[config.mk]
export PLATFORM = sky130hd
export DESIGN_NAME = ex_stage_mdu
export DESIGN_NICKNAME = d
export VERILOG_FILES = /design/src/rtl/ex_stage_mdu_pkg.sv /design/src/rtl/alu_rv32im.sv /design/src/rtl/ex_stage_mdu_mdu_iter.sv /design/src/rtl/ex_stage_mdu.sv
export SDC_FILE = /design/constraint.sdc
export NUM_CORES = 2
export LEC_CHECK = 0
export BUFFER_PORTS_ARGS = -buffer_cell sky130_fd_sc_hd__buf_2
export CAP_MARGIN = 20
export CORE_ASPECT_RATIO = 0.6
export CORE_MARGIN = 5
export CORE_UTILIZATION = 42
export CTS_CLUSTER_DIAMETER = 50
export DETAILED_ROUTE_END_ITERATION = 10
export PLACE_DENSITY_LB_ADDON = 0.25
export SLEW_MARGIN = 20
export SYNTH_ARGS = -nofsm -noshare
export SYNTH_HDL_FRONTEND = slang
export SYNTH_SLANG_ARGS = --single-unit
[constraint.sdc]
create_clock -name clk -period 19.6 [get_ports clk]
set_input_delay 1.96 -clock clk [delete_from_list [all_inputs] [get_ports clk]]
set_output_delay 1.96 -clock clk [all_outputs]
set_load 0.03 [all_outputs]
[src/rtl/ex_stage_mdu_pkg.sv]
// Shared encodings for the execute stage: M-extension ops, MDU states,
// forwarding selects and the RV32I ALU opcodes.
package ex_stage_mdu_pkg;

  typedef enum logic [2:0] {
    MD_MUL    = 3'd0,
    MD_MULH   = 3'd1,
    MD_MULHSU = 3'd2,
    MD_MULHU  = 3'd3,
    MD_DIV    = 3'd4,
    MD_DIVU   = 3'd5,
    MD_REM    = 3'd6,
    MD_REMU   = 3'd7
  } md_op_e;

  typedef enum logic [1:0] {
    S_IDLE = 2'd0,
    S_MUL  = 2'd1,
    S_DIV  = 2'd2,
    S_DONE = 2'd3
  } mdu_state_e;

  localparam logic [1:0] FWD_REG   = 2'b00;
  localparam logic [1:0] FWD_MEM_W = 2'b01;
  localparam logic [1:0] FWD_ALU_M = 2'b10;
  localparam logic [1:0] FWD_ALU_W = 2'b11;

  localparam logic [3:0] ALU_ADD  = 4'd0;
  localparam logic [3:0] ALU_SUB  = 4'd1;
  localparam logic [3:0] ALU_SLL  = 4'd2;
  localparam logic [3:0] ALU_SLT  = 4'd3;
  localparam logic [3:0] ALU_SLTU = 4'd4;
  localparam logic [3:0] ALU_XOR  = 4'd5;
  localparam logic [3:0] ALU_SRL  = 4'd6;
  localparam logic [3:0] ALU_SRA  = 4'd7;
  localparam logic [3:0] ALU_OR   = 4'd8;
  localparam logic [3:0] ALU_AND  = 4'd9;
  localparam logic [3:0] ALU_LUI  = 4'd10;

endpackage

[src/rtl/alu_rv32im.sv]
// Single-cycle integer ALU; the M-extension enables are kept for interface
// compatibility and force a zero result, since M ops live in mdu_iter.
module alu_rv32im
  import ex_stage_mdu_pkg::*;
#(
  parameter int XLEN = 32
) (
  input  logic [XLEN-1:0] a,
  input  logic [XLEN-1:0] b,
  input  logic [3:0]      alu_op,
  input  logic            Mul_en,
  input  logic            Div_en,
  output logic [XLEN-1:0] y
);
  localparam int SW = $clog2(XLEN);

  logic [SW-1:0] shamt;
  assign shamt = b[SW-1:0];

  always_comb begin
    y = '0;
    case (alu_op)
      ALU_ADD:  y = a + b;
      ALU_SUB:  y = a - b;
      ALU_SLL:  y = a << shamt;
      ALU_SLT:  y = {{(XLEN-1){1'b0}}, $signed(a) < $signed(b)};
      ALU_SLTU: y = {{(XLEN-1){1'b0}}, a < b};
      ALU_XOR:  y = a ^ b;
      ALU_SRL:  y = a >> shamt;
      ALU_SRA:  y = $unsigned($signed(a) >>> shamt);
      ALU_OR:   y = a | b;
      ALU_AND:  y = a & b;
      ALU_LUI:  y = b;
      default:  y = '0;
    endcase
    if (Mul_en || Div_en) y = '0;
  end
endmodule

[src/rtl/ex_stage_mdu_mdu_iter.sv]
// Multi-cycle M-extension unit: latched operands, delayed multiplier result
// and a restoring divider retiring DIV_BITS quotient bits per cycle.
module mdu_iter
  import ex_stage_mdu_pkg::*;
#(
  parameter int XLEN       = 32,
  parameter int MUL_STAGES = 2,
  parameter int DIV_BITS   = 1
) (
  input  logic            clk,
  input  logic            rst_n,
  input  logic            start,
  input  logic            flush,
  input  logic            hold,
  input  logic [XLEN-1:0] op_a,
  input  logic [XLEN-1:0] op_b,
  input  md_op_e          md_op,
  output logic            stall,
  output logic            idle,
  output logic            done,
  output logic [XLEN-1:0] result
);
  localparam int DIV_ITERS = XLEN / DIV_BITS;
  localparam int CW = $clog2(DIV_ITERS) + 1;
  localparam logic [XLEN-1:0] MIN_NEG = {1'b1, {(XLEN-1){1'b0}}};

  mdu_state_e state_reg, state_next;
  md_op_e op_reg, op_next;
  logic [CW-1:0] cnt_reg, cnt_next;
  logic [XLEN-1:0] a_reg, a_next, b_reg, b_next, rem_reg, rem_next;
  logic [XLEN-1:0] result_reg, result_next;
  logic neg_q_reg, neg_q_next, neg_r_reg, neg_r_next;

  logic signed_div, a_neg, b_neg;
  logic [XLEN-1:0] a_mag, b_mag;
  always_comb begin
    signed_div = md_op[2] & ~md_op[0];
    a_neg = signed_div & op_a[XLEN-1];
    b_neg = signed_div & op_b[XLEN-1];
    a_mag = a_neg ? -op_a : op_a;
    b_mag = b_neg ? -op_b : op_b;
  end

  // Explicit extension to 2*XLEN makes one unsigned multiply serve all signedness mixes.
  logic a_sx, b_sx;
  logic [2*XLEN-1:0] mul_a, mul_b, prod;
  logic [XLEN-1:0] mul_res;
  always_comb begin
    a_sx = (op_reg == MD_MULH || op_reg == MD_MULHSU) && a_reg[XLEN-1];
    b_sx = (op_reg == MD_MULH) && b_reg[XLEN-1];
    mul_a = {{XLEN{a_sx}}, a_reg};
    mul_b = {{XLEN{b_sx}}, b_reg};
    prod = mul_a * mul_b;
    mul_res = (op_reg == MD_MUL) ? prod[XLEN-1:0] : prod[2*XLEN-1:XLEN];
  end

  // a_reg doubles as the dividend/quotient shift register during DIV.
  logic [XLEN:0] r_step;
  logic [XLEN-1:0] q_step, q_fin, r_fin, div_res;
  always_comb begin
    r_step = {1'b0, rem_reg};
    q_step = a_reg;
    for (int i = 0; i < DIV_BITS; i++) begin
      r_step = {r_step[XLEN-1:0], q_step[XLEN-1]};
      q_step = {q_step[XLEN-2:0], 1'b0};
      if (r_step >= {1'b0, b_reg}) begin
        r_step = r_step - {1'b0, b_reg};
        q_step[0] = 1'b1;
      end
    end
    q_fin = neg_q_reg ? -q_step : q_step;
    r_fin = neg_r_reg ? -r_step[XLEN-1:0] : r_step[XLEN-1:0];
    div_res = op_reg[1] ? r_fin : q_fin;
  end

  always_comb begin
    state_next  = state_reg;
    op_next     = op_reg;
    cnt_next    = cnt_reg;
    a_next      = a_reg;
    b_next      = b_reg;
    rem_next    = rem_reg;
    neg_q_next  = neg_q_reg;
    neg_r_next  = neg_r_reg;
    result_next = result_reg;
    case (state_reg)
      S_IDLE: begin
        if (start && !flush) begin
          op_next = md_op;
          if (!md_op[2]) begin
            a_next     = op_a;
            b_next     = op_b;
            cnt_next   = CW'(MUL_STAGES - 1);
            state_next = S_MUL;
          end else if (op_b == '0) begin
            result_next = md_op[1] ? op_a : '1;
            state_next  = S_DONE;
          end else if (signed_div && op_a == MIN_NEG && op_b == '1) begin
            result_next = md_op[1] ? '0 : op_a;
            state_next  = S_DONE;
          end else begin
            a_next     = a_mag;
            b_next     = b_mag;
            rem_next   = '0;
            neg_q_next = a_neg ^ b_neg;
            neg_r_next = a_neg;
            cnt_next   = CW'(DIV_ITERS - 1);
            state_next = S_DIV;
          end
        end
      end
      S_MUL: begin
        if (cnt_reg == '0) begin
          result_next = mul_res;
          state_next  = S_DONE;
        end else begin
          cnt_next = cnt_reg - CW'(1);
        end
      end
      S_DIV: begin
        a_next   = q_step;
        rem_next = r_step[XLEN-1:0];
        if (cnt_reg == '0) begin
          result_next = div_res;
          state_next  = S_DONE;
        end else begin
          cnt_next = cnt_reg - CW'(1);
        end
      end
      S_DONE: begin
        if (!hold) state_next = S_IDLE;
      end
      default: state_next = S_IDLE;
    endcase
    if (flush) state_next = S_IDLE;
  end

  always_ff @(posedge clk or negedge rst_n) begin
    if (!rst_n) begin
      state_reg  <= S_IDLE;
      op_reg     <= MD_MUL;
      cnt_reg    <= '0;
      a_reg      <= '0;
      b_reg      <= '0;
      rem_reg    <= '0;
      neg_q_reg  <= 1'b0;
      neg_r_reg  <= 1'b0;
      result_reg <= '0;
    end else begin
      state_reg  <= state_next;
      op_reg     <= op_next;
      cnt_reg    <= cnt_next;
      a_reg      <= a_next;
      b_reg      <= b_next;
      rem_reg    <= rem_next;
      neg_q_reg  <= neg_q_next;
      neg_r_reg  <= neg_r_next;
      result_reg <= result_next;
    end
  end

  assign stall  = !flush && ((state_reg == S_IDLE && start) ||
                             state_reg == S_MUL || state_reg == S_DIV);
  assign idle   = (state_reg == S_IDLE);
  assign done   = (state_reg == S_DONE);
  assign result = result_reg;
endmodule

[src/rtl/ex_stage_mdu.sv]
// Execute stage: forwarding muxes, operand selects, single-cycle ALU and
// a stalling multi-cycle MDU, with output muxing between the two.
module ex_stage_mdu
  import ex_stage_mdu_pkg::*;
#(
  parameter int XLEN       = 32,
  parameter int MUL_STAGES = 2,
  parameter int DIV_BITS   = 1
) (
  input  logic            clk,
  input  logic            rst_n,
  input  logic            valid_E,
  input  logic            flush_E,
  input  logic            hold_E,
  input  logic [XLEN-1:0] reg_read_data_1_E,
  input  logic [XLEN-1:0] reg_read_data_2_E,
  input  logic [XLEN-1:0] immediate_E,
  input  logic [XLEN-1:0] PC_E,
  input  logic            selRs1PC_E,
  input  logic            selRs2Imm_E,
  input  logic [3:0]      alu_op_E,
  input  logic            md_en_E,
  input  logic [2:0]      md_op_E,
  input  logic [1:0]      ForwardAE,
  input  logic [1:0]      ForwardBE,
  input  logic [XLEN-1:0] mem_read_data_W,
  input  logic [XLEN-1:0] ALU_out_M,
  input  logic [XLEN-1:0] ALU_out_W,
  output logic [XLEN-1:0] ALU_out_E,
  output logic [XLEN-1:0] rdata2_fd,
  output logic            stall_E,
  output logic            result_valid_E
);
  logic [XLEN-1:0] fwd_a, fwd_b, rdata1, rdata2, alu_res, md_res;
  logic md_stall, md_idle, md_done;

  always_comb begin
    case (ForwardAE)
      FWD_MEM_W: fwd_a = mem_read_data_W;
      FWD_ALU_M: fwd_a = ALU_out_M;
      FWD_ALU_W: fwd_a = ALU_out_W;
      default:   fwd_a = reg_read_data_1_E;
    endcase
    case (ForwardBE)
      FWD_MEM_W: fwd_b = mem_read_data_W;
      FWD_ALU_M: fwd_b = ALU_out_M;
      FWD_ALU_W: fwd_b = ALU_out_W;
      default:   fwd_b = reg_read_data_2_E;
    endcase
    rdata1 = selRs1PC_E ? PC_E : fwd_a;
    rdata2 = selRs2Imm_E ? immediate_E : fwd_b;
  end

  assign rdata2_fd = fwd_b;

  alu_rv32im #(.XLEN(XLEN)) u_alu (
    .a      (rdata1),
    .b      (rdata2),
    .alu_op (alu_op_E),
    .Mul_en (1'b0),
    .Div_en (1'b0),
    .y      (alu_res)
  );

  mdu_iter #(.XLEN(XLEN), .MUL_STAGES(MUL_STAGES), .DIV_BITS(DIV_BITS)) u_mdu (
    .clk    (clk),
    .rst_n  (rst_n),
    .start  (valid_E && md_en_E),
    .flush  (flush_E),
    .hold   (hold_E),
    .op_a   (rdata1),
    .op_b   (rdata2),
    .md_op  (md_op_e'(md_op_E)),
    .stall  (md_stall),
    .idle   (md_idle),
    .done   (md_done),
    .result (md_res)
  );

  // Outputs are gated by rst_n so an asserted reset silences them without a clock.
  always_comb begin
    stall_E        = rst_n && md_stall;
    result_valid_E = rst_n && !flush_E &&
                     ((md_done && !hold_E) || (md_idle && valid_E && !md_en_E));
    ALU_out_E      = !rst_n ? '0 : (md_done ? md_res : alu_res);
  end
endmodule

# Word-level counts from Yosys, hierarchy flattened
# Cells that the tools add are included.
[totals]
wordCells = 161
output_inout_bits = 66
reg_bits = 141
[op_classes]
eq_ne = 38
n_reduce_logical = 38
magnitude_cmp = 3
bitwise_logic = 10
muxes = 51
n_mul = 1
shift = 3
n_addsub = 8
[op_table]
columns = ["operator", "n"]
rows = [
  ["32-bit 2-to-1 mux", 30],
  ["32-bit case mux with 11 select lines", 1],
  ["32-bit case mux with 3 select lines", 3],
  ["32-bit negation", 4],
  ["32-bit case mux with 2 select lines", 2],
  ["32-bit == test, second input constant", 2],
  ["32-bit less-than comparator", 2],
  ["33-bit by 33-bit multiplier with 64-bit output", 1],
  ["32-bit subtractor", 2],
  ["33-bit by 32-bit greater-or-equal comparator with 1-bit output", 1],
  ["32-bit adder", 1],
  ["32-bit bitwise AND", 1],
  ["32-bit zero test", 1],
  ["32-bit OR", 1],
  ["32-bit by 5-bit << shifter with 32-bit output", 1],
  ["32-bit by 5-bit >> shifter with 32-bit output", 1],
  ["32-bit by 5-bit >>> shifter with 32-bit output", 1],
  ["32-bit bitwise XOR", 1],
  ["6-bit 2-to-1 mux", 5],
  ["4-bit by 3-bit == test with 1-bit output, second input constant", 4],
  ["5-bit AND reduction", 3],
  ["1-bit logical AND", 14],
  ["2-bit == test, second input constant", 6],
  ["4-bit == test, second input constant", 3],
  ["other kinds (31)", 61],
]

# Logic depth before layout (Yosys ltp)
[logic_depth]
ltp_word = 12
ltp_mapped = 33
mapped_depth_nobuf = 31

# Modules after synthesis
# From an unflattened synthesis, not the netlist that was laid out.
[unflattened]
hier_cells = 7728
area_unflattened_um2 = 63433.3
[by_module_without_submodules]
columns = ["module", "area_each_um2", "cells_per_inst", "n_inst"]
rows = [
  ["mdu_iter", 50363.3, 5861, 1],
  ["alu_rv32im", 9261.4, 1388, 1],
  ["ex_stage_mdu", 3808.7, 479, 1],
]

# Worst setup path after synthesis
# Ideal clock, no wire load.
[synth_timing]
path_kind = "input -> output"
start = "input port ForwardBE[1]"
end = "output port ALU_out_E[25]"
arrival_ns = 7.764
stages = 21
setup_slack_ns = 9.876
cell_sequence = "buf_2 buf_6 buf_2 mux4_2 mux2i_1 clkbuf_1 clkbuf_1 clkbuf_1 ha_1 nor2b_1 o21ai_0 o221ai_1 a2111oi_0 o21a_1 nor4b_1 o21ai_0 a21oi_1 o21ai_0 a31oi_1 o2bb2ai_1 a221oi_1"
[synth_via]
elab_chain_len = 7
word_cells_on_any_way = 16
classes_between = "2 x add/sub; 3 x eq/ne; 3 x shift; 5 x mux; 3 x bitwise"
[synth_lines]
columns = ["item", "line", "rtl"]
rows = [
  ["from (decl)", "ex_stage_mdu.sv:25", "input logic [1:0] ForwardBE,"],
  ["2-bit == test / 2-bit by 1-bit == test with 1-bit output (equally long branches)", "ex_stage_mdu.sv:44", "case (ForwardBE)"],
  ["32-bit case mux with 3 select lines (*)", "ex_stage_mdu.sv:44", ""],
  ["net rdata2_fd[1]", "ex_stage_mdu.sv:30", "output logic [XLEN-1:0] rdata2_fd,"],
  ["32-bit 2-to-1 mux (*)", "ex_stage_mdu.sv:51", "rdata2 = selRs2Imm_E ? immediate_E : fwd_b;"],
  ["32-bit subtractor (tied with other cells)", "alu_rv32im.sv:24", "ALU_SUB: y = a - b;"],
  ["32-bit case mux with 11 select lines (*)", "alu_rv32im.sv:22", "case (alu_op)"],
  ["32-bit 2-to-1 mux (*) (2 in series)", "ex_stage_mdu.sv:85", "ALU_out_E = !rst_n ? '0 : (md_done ? md_res : alu_res);"],
  ["to (decl)", "ex_stage_mdu.sv:29", "output logic [XLEN-1:0] ALU_out_E,"],
]
# The timed path passes the listed nets; every way through them passes the cells marked *.

# Worst setup path after layout
[layout_timing]
start = "register u_mdu.op_reg[1]"
end = "register u_mdu.result_reg[14] (netlist: u_mdu.result[14])"
[layout_via]
elab_chain_len = 7
word_cells_on_any_way = 12
classes_between = "1 x mul; 2 x eq/ne; 5 x mux; 4 x reduce/logical"
[layout_lines]
columns = ["item", "line", "rtl"]
rows = [
  ["from (decl)", "ex_stage_mdu_mdu_iter.sv:28", "md_op_e op_reg, op_next;"],
  ["from (signal assigned)", "ex_stage_mdu_mdu_iter.sv:151", "op_reg <= op_next;"],
  ["3-bit by 1-bit == test with 1-bit output / 3-bit by 2-bit == test with 1-bit output (equally long branches)", "ex_stage_mdu_mdu_iter.sv:49, ex_stage_mdu_mdu_iter.sv:50", ""],
  ["1-bit logical OR", "ex_stage_mdu_mdu_iter.sv:49", "a_sx = (op_reg == MD_MULH || op_reg == MD_MULHSU) && a_reg[XLEN-1];"],
  ["1-bit logical AND", "ex_stage_mdu_mdu_iter.sv:49", ""],
  ["33-bit by 33-bit multiplier with 64-bit output", "ex_stage_mdu_mdu_iter.sv:53", "prod = mul_a * mul_b;"],
  ["32-bit 2-to-1 mux", "ex_stage_mdu_mdu_iter.sv:54", "mul_res = (op_reg == MD_MUL) ? prod[XLEN-1:0] : prod[2*XLEN-1:XLEN];"],
  ["32-bit 2-to-1 mux", "ex_stage_mdu_mdu_iter.sv:113", "if (cnt_reg == '0) begin"],
  ["32-bit case mux with 3 select lines (*)", "ex_stage_mdu_mdu_iter.sv:86", "case (state_reg)"],
  ["to (signal assigned)", "ex_stage_mdu_mdu_iter.sv:158", "result_reg <= result_next;"],
  ["to (decl)", "ex_stage_mdu_mdu_iter.sv:31", "logic [XLEN-1:0] result_reg, result_next;"],
]
# Mark *: on every way between the ends. The rest lies on a longest branch, timed or not. The select of a mux whose other input is x is not followed.
# A chain may end at the register's enable or synchronous reset.

==> metrics.yaml <==
critPathTopFamily: "adder cells"
grt_max_degree: 65
insertion_delay_ns: 0.52
finClkSkew_ns: 0.01740
clockRootBuffer: "clkbuf_16"
maxCapViolCount: 0
layout_min_cycle_time_ns: 11.02
ios: 309
hold_buffers: 0
fin_crit_sh_pct: 56.23
synth_cell_type_count: 96
cts_buffer_depth: 2
antenna_found_initial: 33
fillerInstances: 14544
finalSetupViolCount: 0
yosys_warnings: 0
core_area_mm2: 0.1450
first_iter_violations: 7868
async_flop_share_pct: 100.0
synthesis.instances: 7466
crit_slowest_cell: "xnor2_1"
hp-class: "reg -> reg"
synthFlopType: "dfrtp_1"
viasPerCell: 6.152
num_rows: 108
cts_tree: "done"
die_h_um: 306.3
dieArea_mm2: 0.1543
port-buffer-count: 308
avgSynthCellArea_um2: 8.230
clk_pin_slew_ns: 0.08
grt_pass1_wl_mm: 434.8
cts_num_sinks: 141
vias: 58171
die_x_um: 503.8
start_util_pct: 42.38
required_ns: 19.96
grt_pass1_vias: 57355
drt_wl_total_mm: 305.4
path_class: "reg -> reg"
hold_viol: 0
critPathMaxFanout: 23
fmax_mhz: 90.74
area_growth_pct: 7.035
synth_seq_area_share_pct: 5.742
firstDrtPassIters: 6
cts_resized: 0
mostFrequentLayoutCell: "inv_1"
final_cell_mix: "1,329 x inv_1, 1,128 x fa_1, 1,120 x nand2_1"
drc_errors: 0
endpoint_kind: "flip-flop"
final_nets: 9226
drive_above_1_share_pct: 9.609
grt_use_total_pct: 39.15
syn_nets: 9191
cp_slowest_stage_delay_ns: 0.91
crit_top_cell: "fa_1"
postCtsSetupRepairBufs: 0
outcome: "complete, no violations"
synth_seq_cells: 141
worstMarginPinSlew_ns: 1.227
slew_headroom_pct: 16.58
dp_hpwl_mm: 248.4
htreeDepth: 4
synth_edf_count: 0
gr-total-overflow: 0
crit_buf_inv: 6
cts_made_buffers: 17
place_congestion: 1.094
syn-cell-area_mm2: 0.06145
worstPathArrival_ns: 11.38
postRouteAntennaNets: 0
wl_per_cell_um: 32.30
start_kind: "flip-flop"
rsz0062_at_grt: "false"
finalSetupTns_ns: 0
drv_slew: 0
-- metal layers --
metal  global-route usage, %  up-vias  share of wire, %
li1                        -    23968                 -
met1                   60.40    29921                46
met2                   50.02     3806                37
met3                   15.51      448                14
met4                   9.426       28               2.7
met5                  0.1812        -              0.11
-- worst paths after layout --
path	slack, ns	cells after the start	from	end
min reg2reg	0.50	2	u_mdu.b_reg[8]$_DFFE_PN0P_	u_mdu.b_reg[8]$_DFFE_PN0P_
min	0.50	2	u_mdu.b_reg[8]$_DFFE_PN0P_	u_mdu.b_reg[8]$_DFFE_PN0P_
max in group asynchronous	15.99	3	rst_n	u_mdu.b_reg[28]$_DFFE_PN0P_
min in group asynchronous	1.45	1	rst_n	u_mdu.cnt_reg[4]$_DFFE_PN0P_
max	8.58	29	u_mdu.op_reg[1]$_DFFE_PN0P_	u_mdu.result[14]$_DFFE_PN0P_
max reg2reg	8.58	29	u_mdu.op_reg[1]$_DFFE_PN0P_	u_mdu.result[14]$_DFFE_PN0P_
-- synth_stat cells, types with 21 or more instances --
library cell	instances	area, µm²
inv_1	1329	4989
fa_1	1128	22580
nand2_1	1122	4212
clkbuf_1	395	1483
a21oi_1	393	1967
nor2_1	380	1426
ha_1	354	4429
and2_1	299	1871
o21ai_0	280	1401
xnor2_1	160	1401
dfrtp_1	141	3528
mux2i_1	128	1281
nand3_1	88	440.4
nor3_1	82	410.4
a21o_1	69	518.0
mux4_2	64	1441
o31ai_1	59	442.9
buf_1	58	217.7
o22ai_1	54	337.8
mux2_2	49	551.8
xor2_1	48	420.4
a31oi_1	46	287.8
a211oi_1	44	330.3
a221oi_1	40	350.3
nand2b_1	38	237.7
o211ai_1	37	277.8
o221ai_1	37	324.1
nor4_1	33	206.5
maj3_1	32	320.3
nand4_1	31	193.9
o21bai_1	31	232.7
and3_1	30	187.7
buf_2	27	135.1
nor2b_1	27	168.9
o21a_1	24	180.2
or3_1	24	150.1
a22oi_1	21	157.7
-- worst register-to-register path: cells and delay by family, from the launching register on --
family | cells | cell delay, ns
AOI/OAI and AO/OA | 5 | 1.36
xor gates and xnor gates | 2 | 1.20
adders and majority gates | 9 | 4.86
buffers and inverters | 6 | 0.70
DFF | 1 | 0.74
and+or+nand+nor | 7 | 2.01
-- area by class of cell --
class | instances | area [µm²] | area share [%]
antenna | 17 | 42.54 | 0.06468
clock buffer | 19 | 442.9 | 0.6735
clock inverter | 13 | 155.1 | 0.2359
inverter | 1340 | 5030 | 7.648
multi-input combinational | 5501 | 51170 | 77.80
sequential | 141 | 3535 | 5.374
tap | 1925 | 2409 | 3.662
timing repair buffer | 500 | 2989 | 4.545
-- logic make-up (layout without fill, tap and decap cells) --
group           Yosys count  after routing  share of synthesized area, %
fa+ha+maj              1514           1514                         44.48
flops                   141            141                         5.742
simple gates           2217           2217                         16.29
mux                     245            245                         5.414
buf+inv                1824           1872                         11.24
xor+xnor                208            208                         2.965
other cells               0             17                             0
compound gates         1317           1317                         13.87
-- per-stage QoR --
stage	instance area [µm²]	setup WS (ns)	utilization (%)	cells	hold WS, ns
3_5_place_dp	65130	9.064	44.92	9407	0.4766
4_1_cts	65730	8.998	45.33	9439	0.4918
5_1_grt	65740	8.275	45.34	9445	0.5142
2_1_floorplan	61450	9.876	-	7466	0.4564
3_3_place_gp	65120	9.032	44.91	9407	0.4696
6_report	65770	8.580	45.36	9456	0.4952
Power is not shown: default switching activity piles up to over one toggle a cycle in this logic, so the estimate is an artifact.
